## src/rtl/mult_pkg.sv

```systemverilog
// Shared definitions for the shift-and-add multiplier: controller state encoding.
package mult_pkg;
  typedef enum logic [1:0] {
    ST_IDLE    = 2'd0,
    ST_COMPUTE = 2'd1,
    ST_DONE    = 2'd2
  } state_t;
endpackage

```

## src/rtl/shift_add_multiplier_if.sv

```systemverilog
// Request/result bundle for the shift-and-add multiplier.
interface shift_add_multiplier_if #(
  parameter int N = 8
) ();
  logic           req;
  logic           signed_mode;
  logic [N-1:0]   a;
  logic [N-1:0]   b;
  logic           busy;
  logic           ack;
  logic [2*N-1:0] product;

  modport master (output req, signed_mode, a, b, input busy, ack, product);
  modport slave  (input req, signed_mode, a, b, output busy, ack, product);
endinterface

```

## src/rtl/mult_ctrl.sv

```systemverilog
// Control FSM for the multiplier: sequences load, per-bit step, finish and the ack pulse.
module mult_ctrl
  import mult_pkg::*;
#(
  parameter int EARLY_EXIT = 1
) (
  input  logic clk,
  input  logic rst,
  input  logic req,
  input  logic cnt_zero,
  input  logic mplr_zero,
  output logic busy,
  output logic ack,
  output logic load,
  output logic step,
  output logic finish
);
  state_t state_q, state_d;

  always_ff @(posedge clk or posedge rst) begin
    if (rst) state_q <= ST_IDLE;
    else     state_q <= state_d;
  end

  always_comb begin
    state_d = state_q;
    busy    = 1'b1;
    ack     = 1'b0;
    load    = 1'b0;
    step    = 1'b0;
    finish  = 1'b0;
    case (state_q)
      ST_IDLE: begin
        busy = 1'b0;
        if (req) begin
          load    = 1'b1;
          state_d = ST_COMPUTE;
        end
      end
      ST_COMPUTE: begin
        // Once no multiplier bits remain, further shifting cannot change the sum.
        if (cnt_zero || ((EARLY_EXIT != 0) && mplr_zero)) begin
          finish  = 1'b1;
          state_d = ST_DONE;
        end else begin
          step = 1'b1;
        end
      end
      ST_DONE: begin
        ack     = 1'b1;
        state_d = ST_IDLE;
      end
      default: state_d = ST_IDLE;
    endcase
  end
endmodule

```

## src/rtl/shift_add_multiplier.sv

```systemverilog
// Sequential shift-and-add multiplier on operand magnitudes, sign applied to the final sum.
module shift_add_multiplier
  import mult_pkg::*;
#(
  parameter int N          = 8,
  parameter int EARLY_EXIT = 1
) (
  input  logic                   clk,
  input  logic                   rst,
  shift_add_multiplier_if.slave  bus
);
  localparam int CNT_W = $clog2(N + 1);

  // -2^(N-1) maps to 2^(N-1), which still fits in N unsigned bits.
  function automatic logic [N-1:0] magnitude(input logic [N-1:0] v, input logic is_signed);
    return (is_signed && v[N-1]) ? (~v + {{(N-1){1'b0}}, 1'b1}) : v;
  endfunction

  logic [2*N-1:0] mcand_q, mcand_d;
  logic [N-1:0]   mplr_q, mplr_d;
  logic [2*N-1:0] acc_q, acc_d;
  logic [CNT_W-1:0] cnt_q, cnt_d;
  logic           neg_q, neg_d;
  logic [2*N-1:0] product_q, product_d;

  logic busy, ack, load, step, finish;

  mult_ctrl #(.EARLY_EXIT(EARLY_EXIT)) u_ctrl (
    .clk       (clk),
    .rst       (rst),
    .req       (bus.req),
    .cnt_zero  (cnt_q == '0),
    .mplr_zero (mplr_q == '0),
    .busy      (busy),
    .ack       (ack),
    .load      (load),
    .step      (step),
    .finish    (finish)
  );

  always_comb begin
    mcand_d   = mcand_q;
    mplr_d    = mplr_q;
    acc_d     = acc_q;
    cnt_d     = cnt_q;
    neg_d     = neg_q;
    product_d = product_q;
    if (load) begin
      mcand_d = {{N{1'b0}}, magnitude(bus.a, bus.signed_mode)};
      mplr_d  = magnitude(bus.b, bus.signed_mode);
      acc_d   = '0;
      cnt_d   = CNT_W'(N);
      neg_d   = bus.signed_mode & (bus.a[N-1] ^ bus.b[N-1]);
    end
    if (step) begin
      if (mplr_q[0]) acc_d = acc_q + mcand_q;
      mcand_d = mcand_q << 1;
      mplr_d  = mplr_q >> 1;
      cnt_d   = cnt_q - CNT_W'(1);
    end
    if (finish) begin
      product_d = neg_q ? (~acc_q + {{(2*N-1){1'b0}}, 1'b1}) : acc_q;
    end
  end

  always_ff @(posedge clk or posedge rst) begin
    if (rst) begin
      mcand_q   <= '0;
      mplr_q    <= '0;
      acc_q     <= '0;
      cnt_q     <= '0;
      neg_q     <= 1'b0;
      product_q <= '0;
    end else begin
      mcand_q   <= mcand_d;
      mplr_q    <= mplr_d;
      acc_q     <= acc_d;
      cnt_q     <= cnt_d;
      neg_q     <= neg_d;
      product_q <= product_d;
    end
  end

  assign bus.busy    = busy;
  assign bus.ack     = ack;
  assign bus.product = product_q;
endmodule

```

## src/flat_wrapper.sv

```systemverilog
// flat-port wrapper written by rule: the top's interface ports become plain ports
module shift_add_multiplier_flat import mult_pkg::*;
#(
  parameter int N          = 8,
  parameter int EARLY_EXIT = 1
)
  (clk, rst, bus_req, bus_signed_mode, bus_a, bus_b, bus_busy, bus_ack, bus_product);
  shift_add_multiplier_if #(.N(N)) bus_i ();
  input  logic clk;
  input  logic rst;
  input wire logic [$bits(bus_i.req)-1:0] bus_req;
  input wire logic [$bits(bus_i.signed_mode)-1:0] bus_signed_mode;
  input wire logic [$bits(bus_i.a)-1:0] bus_a;
  input wire logic [$bits(bus_i.b)-1:0] bus_b;
  output wire logic [$bits(bus_i.busy)-1:0] bus_busy;
  output wire logic [$bits(bus_i.ack)-1:0] bus_ack;
  output wire logic [$bits(bus_i.product)-1:0] bus_product;
  assign bus_i.req = bus_req;
  assign bus_i.signed_mode = bus_signed_mode;
  assign bus_i.a = bus_a;
  assign bus_i.b = bus_b;
  assign bus_busy = bus_i.busy;
  assign bus_ack = bus_i.ack;
  assign bus_product = bus_i.product;
  shift_add_multiplier #(.N(N), .EARLY_EXIT(EARLY_EXIT)) u_core (.clk(clk), .rst(rst), .bus(bus_i));
endmodule
```

## config.mk

```make
export PLATFORM = sky130hd
export DESIGN_NAME = shift_add_multiplier_flat
export DESIGN_NICKNAME = d
export VERILOG_FILES = /design/src/rtl/mult_pkg.sv /design/src/rtl/shift_add_multiplier_if.sv /design/src/rtl/mult_ctrl.sv /design/src/rtl/shift_add_multiplier.sv /design/src/flat_wrapper.sv
export SDC_FILE = /design/constraint.sdc
export NUM_CORES = 1
export LEC_CHECK = 0
export CORE_ASPECT_RATIO = 1.1
export CORE_MARGIN = 1.5
export CORE_UTILIZATION = 54
export DETAILED_ROUTE_END_ITERATION = 10
export PLACE_DENSITY_LB_ADDON = 0.2
export SYNTH_ARGS = -nofsm -noshare
export SYNTH_HDL_FRONTEND = slang
export SYNTH_SLANG_ARGS = --single-unit
```

## constraint.sdc

```tcl
create_clock -name clk -period 2.7 [get_ports clk]
set_clock_uncertainty 0.05 [all_clocks]
set_input_delay 0.405 -clock clk [delete_from_list [all_inputs] [get_ports clk]]
set_output_delay 0.405 -clock clk [all_outputs]
set_load 0.02 [all_outputs]
```

==> impl_metrics.yaml <==
synth:
  synth_edf_count: 0
  synthFlopType: "dfrtp_1"
  synth_area_per_cell_um2: 8.91
  synthesis.area_mm2: 0.00391
  synth.distinct_cells: 54
  syn-num-nets: 479
  seq_area_frac_synth: 0.403
  synth_cells: 439
  async_flop_share: 1.00
  synth_area_leaders: "dfrtp_1 40%, ha_1 6.1%, a21oi_1 4.6%"
  yosys_warnings: 0
  synth_common_cells: "63 x dfrtp_1, 43 x nand2_1, 36 x a21oi_1"
  yosys.area.top_type: "dfrtp_1"
  synth_top_cell_area_share: 0.403
  ys_ff_latch: 63
  yosysMostFrequentCell: "dfrtp_1"
setup_path:
  worst_path_max_delay_cell: "dfrtp_1"
  start_kind: "register"
  slowest_delay_ns: 0.41
  crit_arrival_ns: 2.59
  path_cells: "ha_1 -> fa_1 -> a21o_1 -> a221oi_2 -> buf_4 -> o21bai_1 -> a211oi_1 -> o31ai_1"
  required_ns: 2.87
  crit_fanout: 4
  crit_family: "compound AO/OA/AOI/OAI gates"
  cp.buffers_inverters: 1
  path_class: "reg -> reg"
  endpoint_kind: "register"
detailed_routing:
  routed_via_density: 6.03
  drtIter0Drc: 212
  drtAntennaViolNets: 0
  drc: 0
  via_count: 3448
  routed_wl_um: 8580
  first_pass_iters: 5
  wire_per_inst_um: 15.0
global_routing:
  grt_pass1_wl_um: 14500
  antenna_found_initial: 0
  gr-usage-all-layers: 0.235
  grt_overflow: 0
  grt_pass1_vias: 3179
  grt_start_max_net_pins: 26
final_layout:
  drive_above_1_share: 0.0862
  seq_area_mm2: 0.00158
  fill_cells: 569
  multi_input_area_mm2: 0.00219
  instances_no_fill: 572
  area_delta_synth_final_pct: 18.7
  antenna_cells: 0
  fin_nets: 522
  final_area_mm2: 0.00464
die:
  die_w_um: 84.1
  coreArea_mm2: 0.00701
  initial_core_util: 0.558
  dieArea_mm2: 0.00776
  die_h_um: 92.2
  ioPinCount: 38
  num_rows: 32
placement:
  portBuffers: 37
  place_inst: 556
  dp_hpwl_um: 6460
  dpl-instance-area_mm2: 0.00442
  gp_congestion: 0.920
sta:
  slew_viol_final: 0
  worst_pin_slew_ns: 0.532
  max_freq_ghz: 0.412
  relSlewSlack: 0.645
  rsz0062_at_grt: "false"
  fin_crit_sh: 0.899
  fin_setup_tns_ns: 0
  finalHoldViolCount: 0
  timing.hold.ws_ns: 0.351
  setup_violations: 0
  post-route-min-period_ns: 2.43
outcome:
  status: "finished clean"
cts:
  clk_latency_ns: 0.35
  htree_levels: 3
  postCtsSetupRepairBufs: 0
  root_buffer: "clkbuf_8"
  clkTransAtPathRegs_ns: 0.07
  cts_tree: "done"
  ctsResizeCount: 0
  cts_sinks: 63
  ctsHoldBuffers: 0
  numCtsBuffers: 9
  max-clock-path-buffers: 2
power_and_ir_drop:
  p_per_area_mw_per_mm2: 1240
  p_total_mw: 5.76
  ir_drop_v: 0.000880
  p_leak_nw: 2.02
flow_run:
  maxCapViolCount: 0
worst_hold_path:
  hp-class: "in -> async"
## registers in the layout, summed over array words and instances, names as in the netlist
register               cells
u_core.mcand_q            16
u_core.bus.product        16
u_core.u_ctrl.state_q      2
u_core.acc_q              16
u_core.mplr_q              8
u_core.cnt_q               4
u_core.neg_q               1
## where the power goes
part	internal, mW	switching [mW]
Combinational	1.35	1.70
Sequential	1.37	0.417
Clock	0.570	0.360
## path summary, 6_finish.rpt
kind / startpoint / cells past startpoint / end / slack [ns]
worst max-delay path: u_core.acc_q[0]$_DFF_PP0_ / 8 / u_core.acc_q[10]$_DFF_PP0_ / 0.27
worst min-delay path: rst / 2 / u_core.bus.product[1]$_DFFE_PP0P_ / 0.35
worst max register to register: u_core.acc_q[0]$_DFF_PP0_ / 8 / u_core.acc_q[10]$_DFF_PP0_ / 0.27
worst min register to register: u_core.mcand_q[8]$_DFFE_PP0P_ / 2 / u_core.mcand_q[9]$_DFFE_PP0P_ / 0.47
max in group asynchronous: rst / 3 / u_core.cnt_q[0]$_DFFE_PP0P_ / 1.55
min in group clk: u_core.mcand_q[8]$_DFFE_PP0P_ / 2 / u_core.mcand_q[9]$_DFFE_PP0P_ / 0.47
## cell usage in the layout (no fill, tap or decap), drive strengths merged, types with 2 or more instances in the layout
cell type      Yosys  layout
a211oi             4       4
a21o               6       6
a21oi             36      36
a221o              9       9
a22oi              5       5
a311oi             2       2
a31oi              4       4
and2               3       3
and3               6       6
buf                3      14
bufinv             0       2
clkbuf            16      13
clkdlybuf4s50      0      37
dfrtp             63      63
ha                19      19
inv               18      18
mux2               2       2
mux2i              5       5
nand2             43      43
nand2b             4       4
nand3             27      27
nand4              3       3
nor2              35      35
nor2b              4       4
nor3               6       6
nor3b              6       6
nor4               3       3
o211ai             2       2
o21a               4       4
o21ai             33      33
o22ai              2       2
o31ai             12      12
o41ai              3       3
or3                6       6
or4                5       5
xnor2             10      10
xor2              17      17
## cell families (layout without fill, tap and decap cells)
| family | Yosys count | count (layout) | synth area share |
|---|---|---|---|
| multiplexers | 7 | 7 | 0.0186 |
| flip-flops | 63 | 63 | 0.403 |
| XOR/XNOR | 27 | 27 | 0.0605 |
| adder cells (fa/ha/maj) | 20 | 20 | 0.0659 |
| buffers and inverters | 37 | 85 | 0.0384 |
| AND/OR/NAND/NOR | 154 | 154 | 0.195 |
| AO/OA/AOI/OAI | 131 | 131 | 0.219 |
## metal layers
| metal | track usage | part of all wire | vias to the layer above |
|---|---|---|---|
| met5 | 0 | 0 | - |
| met4 | 0.0833 | 0.014 | 0 |
| met3 | 0.0576 | 0.043 | 11 |
| met2 | 0.403 | 0.50 | 70 |
| met1 | 0.287 | 0.44 | 1673 |
| li1 | - | - | 1694 |
## final cells by class
| class | count | area share |
|---|---|---|
| flip-flops and latches | 63 | 0.340 |
| repair buffers | 51 | 0.102 |
| inverters | 18 | 0.0146 |
| multi-input cells | 339 | 0.472 |
| well taps | 85 | 0.0229 |
| clock inverters | 3 | 0.0140 |
| clock buffers | 13 | 0.0342 |
## stage by stage
stage,setup slack [ns],utilization
final,0.273,0.662
after global routing,0.117,0.662
after CTS,0.300,0.662
after detailed placement,0.333,0.630
after global placement,0.383,0.630
after floorplan,0.407,-
## worst register-to-register path, cell delays in order (launching register included)
cell,delay (ns)
dfrtp_1,0.41
ha_1,0.24
fa_1,0.41
a21o_1,0.22
a221oi_2,0.28
buf_4,0.18
o21bai_1,0.10
a211oi_1,0.29
o31ai_1,0.11
No activity file was read; power rests on OpenSTA's default activity.
